## config.mk

```make
export PLATFORM = sky130hd
export DESIGN_NAME = sram_port_arb
export DESIGN_NICKNAME = d
export VERILOG_FILES = /design/src/rtl/sram_port_arb.sv
export SDC_FILE = /design/constraint.sdc
export NUM_CORES = 1
export LEC_CHECK = 0
export ABC_AREA = 1
export ABC_CLOCK_PERIOD_IN_PS = 3400
export CAP_MARGIN = 10
export CELL_PAD_IN_SITES_DETAIL_PLACEMENT = 2
export CELL_PAD_IN_SITES_GLOBAL_PLACEMENT = 2
export CORE_UTILIZATION = 10
export DETAILED_ROUTE_END_ITERATION = 8
export GPL_TIMING_DRIVEN = 0
export MAX_ROUTING_LAYER = met4
export PLACE_DENSITY_LB_ADDON = 0.15
export SYNTH_ARGS = -nofsm -noshare
export SYNTH_HDL_FRONTEND = slang
export SYNTH_SLANG_ARGS = --single-unit
```

## constraint.sdc

```tcl
create_clock -name clk -period 3.4 [get_ports clk]
set_input_delay 0.68 -clock clk [delete_from_list [all_inputs] [get_ports clk]]
set_output_delay 0.68 -clock clk [all_outputs]
set_load 0.005 [all_outputs]
```

## src/rtl/sram_port_arb.sv

```systemverilog
// rtl/sram_port_arb.sv - two-requester round-robin arbiter onto one shared SRAM port
// Optional busy-timeout abort is compiled in with MARB_TIMEOUT_EN.
module sram_port_arb #(
  parameter int unsigned TIMEOUT = 255
) (
  input  logic        clk,
  input  logic        rst,
  input  logic        s0_cs,
  input  logic        s0_we,
  input  logic [31:0] s0_addr,
  input  logic [3:0]  s0_byte,
  input  logic [31:0] s0_di,
  output logic [31:0] s0_do,
  output logic        s0_busy,
  output logic        s0_err,
  input  logic        s1_cs,
  input  logic        s1_we,
  input  logic [31:0] s1_addr,
  input  logic [3:0]  s1_byte,
  input  logic [31:0] s1_di,
  output logic [31:0] s1_do,
  output logic        s1_busy,
  output logic        s1_err,
  output logic        m_cs,
  output logic        m_we,
  output logic [31:0] m_addr,
  output logic [3:0]  m_byte,
  output logic [31:0] m_di,
  input  logic [31:0] m_do,
  input  logic        m_busy
);

  typedef enum logic [1:0] {IDLE = 2'd0, OWN0 = 2'd1, OWN1 = 2'd2} state_t;

  state_t      state, state_nxt;
  logic        rr, rr_nxt;
  logic        own, own_cs, own_we, other_cs, abort;
  logic [31:0] own_addr, own_di;
  logic [3:0]  own_byte;

  if (TIMEOUT < 1 || TIMEOUT > 255) begin : g_bad_timeout
    $error("sram_port_arb: TIMEOUT must be within 1..255");
  end

  always_ff @(posedge clk or posedge rst) begin
    if (rst) begin
      state <= IDLE;
      rr    <= 1'b0;
    end else begin
      state <= state_nxt;
      rr    <= rr_nxt;
    end
  end

`ifdef MARB_TIMEOUT_EN
  localparam logic [7:0] TMO = 8'(TIMEOUT);
  logic [7:0] cnt;

  assign abort = (state != IDLE) && (cnt == TMO);

  // Counts only stalled cycles of an ongoing grant; any completion or owner change restarts it.
  always_ff @(posedge clk or posedge rst) begin
    if (rst)
      cnt <= 8'd0;
    else if (state_nxt == state && state != IDLE && m_cs && m_busy)
      cnt <= cnt + 8'd1;
    else
      cnt <= 8'd0;
  end
`else
  assign abort = 1'b0;
`endif

  always_comb begin
    own      = (state == OWN1);
    own_cs   = own ? s1_cs   : s0_cs;
    own_we   = own ? s1_we   : s0_we;
    own_addr = own ? s1_addr : s0_addr;
    own_byte = own ? s1_byte : s0_byte;
    own_di   = own ? s1_di   : s0_di;
    other_cs = own ? s0_cs   : s1_cs;
  end

  always_comb begin
    state_nxt = state;
    rr_nxt    = rr;
    m_cs      = 1'b0;
    m_we      = 1'b0;
    m_addr    = 32'd0;
    m_byte    = 4'd0;
    m_di      = 32'd0;
    s0_busy   = s0_cs;
    s1_busy   = s1_cs;
    s0_do     = 32'd0;
    s1_do     = 32'd0;
    s0_err    = 1'b0;
    s1_err    = 1'b0;
    case (state)
      IDLE: begin
        if (s0_cs || s1_cs)
          state_nxt = (s0_cs && (!rr || !s1_cs)) ? OWN0 : OWN1;
      end
      OWN0, OWN1: begin
        m_cs   = own_cs && !abort;
        m_we   = own_we;
        m_addr = own_addr;
        m_byte = own_byte;
        m_di   = own_di;
        if (own) begin
          s1_busy = m_busy && !abort;
          s1_do   = m_do;
          s1_err  = abort;
        end else begin
          s0_busy = m_busy && !abort;
          s0_do   = m_do;
          s0_err  = abort;
        end
        // Completion hands priority to the other side so a pending request switches with no bubble.
        if (abort) begin
          rr_nxt    = !own;
          state_nxt = IDLE;
        end else if (!own_cs) begin
          state_nxt = IDLE;
        end else if (!m_busy) begin
          rr_nxt    = !own;
          state_nxt = other_cs ? (own ? OWN0 : OWN1) : state;
        end
      end
      default: state_nxt = IDLE;
    endcase
  end

endmodule

```

==> results by group <==
Outcome
  – Status: completed

Critical path
  – CP delay by family, top: buffers and inverters
  – WP data required: 2720 ps
  – Cell depth of the worst setup path: 8
  – CP Capture Type: primary output
  – Crit-path cells: inv_1 > ha_1 > buf_4 > buf_2 > buf_2 > o21ai_0 > nor2_1 > clkdlybuf4s50_1
  – CP max stage cell: clkdlybuf4s50_1
  – CP Max Fanout: 10
  – Worst EP arrival: 2460 ps
  – Critical Path Start Type: register
  – Critical path class: reg2out
  – Max stage delay on crit path: 510 ps
  – Crit-path most repeated cell: buf_2
  – Buf/Inv on CP: 5
  – Cells on worst reg2reg path: 11

Timing
  – Final setup viols: 0
  – Fin crit period: 3138 ps
  – Setup Total Neg Slack: 0 ps
  – RSZ-0062 raised after global routing: false
  – Final hold slack: 506.6 ps
  – Max Clock Freq: 318.6 MHz
  – Max-slew violation count: 0
  – Post-Route Skew: 3.353 ps
  – Final period utilization: 92.31%
  – Fin. Hold Viols: 0

Synth
  – Most common cell in the synthesized netlist: nor2_1
  – Main flop type after synthesis: dfrtp_1
  – Seq/Total Area, Yosys: 4.129%
  – EDFF count, synth: 0
  – Number of warnings issued by yosys: 0
  – Synthesized cell area: 1818 um^2
  – Unique masters post-synth: 17
  – Synth Instances: 418
  – Post-synth top cells: 171 x nor2_1, 73 x inv_1, 72 x o21ai_0
  – Synth async-reset ratio: 100.0%
  – Syn avg cell area: 4.349 um^2
  – Seq cells post-synth: 3
  – Synth top area cells: nor2_1 35%, o21ai_0 20%, inv_1 15%
  – Area leader, netlist: nor2_1
  – Top cell type's share of synthesized area: 35.31%

Routing
  – WL/cell: 16.04 um
  – Antenna-violating nets left: 0
  – Total routed wirelength: 15380 um
  – 1st-iter DRT viols: 61
  – Drt first pass iters: 3
  – Vias post-DR: 3814
  – Remaining routing DRC violations: 0
  – Vias per cell: 3.977

Clock tree
  – CTS tree: done
  – Clk Latency, worst-skew pair: 220 ps
  – Sink Count: 3
  – Number of buffers created by CTS: 3
  – CTS Root Cell: clkbuf_16
  – CTS Buffer Depth: 2
  – Htree depth: 1
  – # hold bufs at CTS: 0
  – # Post-CTS Setup Buffers: 0
  – CTS resizes: 0
  – CTS clk-pin slew, worst paths: 30 ps

Layout
  – Layout area overhead: 190.8%
  – Fillers: 2143
  – Final #Nets: 913
  – Share of layout cells above drive strength 1: 4.093%
  – Final Core Density: 30.15%

Place
  – Port Buffers: 310
  – Routability cong.: 0.7467
  – HPWL after DPL: 13440 um

Die
  – Die Y-Extent: 136.8 um
  – I/O pins: 313
  – Row cnt: 48
  – Die Width: 136.8 um
  – Core area: 17540 um^2
  – Initial core utilization: 10.37%
  – Die area: 18720 um^2

Global route
  – First-pass GRT wire length: 22510 um
  – GRT Util Overall: 16.08%
  – Initial antenna violation count: 1
  – Vias in the first global route: 4243
  – Total gr overflow: 0
  – Largest net degree at the start of global routing: 11

Worst hold path
  – Hold Crit Class: reg2reg
  – Hold path cells: 2

Power
  – Leak: 2.477 nW
  – Worst VDD drop: 0.0002261 V
  – P per Cell Area: 758.0 nW/um^2

Run
  – Max capacitance violation total: 0
[cell type report]
class / instances / area [um^2] / area share, %
buffer: 31 / 158.9 / 3.005
antenna: 1 / 2.502 / 0.04733
timing repair buffer: 310 / 3103 / 58.68
inverter: 74 / 280.3 / 5.301
clock buffer: 4 / 78.83 / 1.491
tap: 225 / 281.5 / 5.324
multi-input combinational: 311 / 1308 / 24.73
sequential: 3 / 75.07 / 1.420
[cells by family (layout without fill, tap and decap cells)]
kind of cell | after synthesis | count (layout) | synth area share (%)
flip-flops | 3 | 3 | 4.129
adder cells (fa/ha/maj) | 4 | 4 | 2.753
buffers and inverters | 105 | 419 | 24.16
AND/OR/NAND/NOR | 230 | 230 | 48.11
AO/OA/AOI/OAI | 75 | 75 | 20.65
other | 1 | 3 | 0.2063
[stage by stage]
stage / cells / setup slack (ps) / instance area [um^2] / total power, mW
2_1_floorplan: 419 / 1399 / 1822 / 1.482
3_5_place_dp: 954 / 381.0 / 5206 / 3.924
5_1_grt: 959 / 23.44 / 5288 / 4.436
4_1_cts: 958 / 146.1 / 5285 / 4.139
6_report: 959 / 261.5 / 5288 / 4.008
3_3_place_gp: 954 / 412.2 / 5206 / 3.824
[routing by layer]
layer | vias to the layer above | track usage, % | routed length, um
li1 | 1860 | - | -
met3 | 8 | 3.963 | 1469
met5 | - | - | 0
met1 | 1752 | 15.51 | 5426
met4 | 0 | 2.259 | 135
met2 | 194 | 32.40 | 8347
[worst register-to-register path, cell delays in order (launching register included)]
cell and delay (ps):
dfrtp_1 360, inv_1 90, ha_1 270, buf_6 180
inv_4 140, nand2_2 80, nand2_1 60, nand2_1 50
nand2_1 80, nand2_2 80, nand2_1 70, o21ai_1 60
[state kept, by name, summed over array words and instances, names as in the netlist]
| name | count |
|---|---|
| rr | 1 |
| state | 2 |
[placed cells by master (no fill, tap or decap), drive strengths merged]
cell / n
diode: 1
clkdlybuf4s50: 310
clkbuf: 15
o21ai: 75
buf: 20
nand2: 55
inv: 74
nor2: 172
ha: 4
conb: 2
dfrtp: 3
nand3: 3
[final timing paths]
path / start / to / slack (ps)
setup / recovery: state[1] / m_addr[25] / 260
hold / removal: rr / rr / 510
setup reg to reg: state[0] / state[1] / 1760
hold reg to reg: rr / rr / 510
max in group asynchronous: rst / state[0] / 2640
min in group asynchronous: rst / rr / 630
[report_power, final]
| group | internal [mW] | switching (mW) |
|---|---|---|
| logic | 1.97 | 1.79 |
| clock network | 0.154 | 0.0290 |
| registers | 0.0534 | 0.0157 |
No activity file was read; power rests on OpenSTA's default activity.
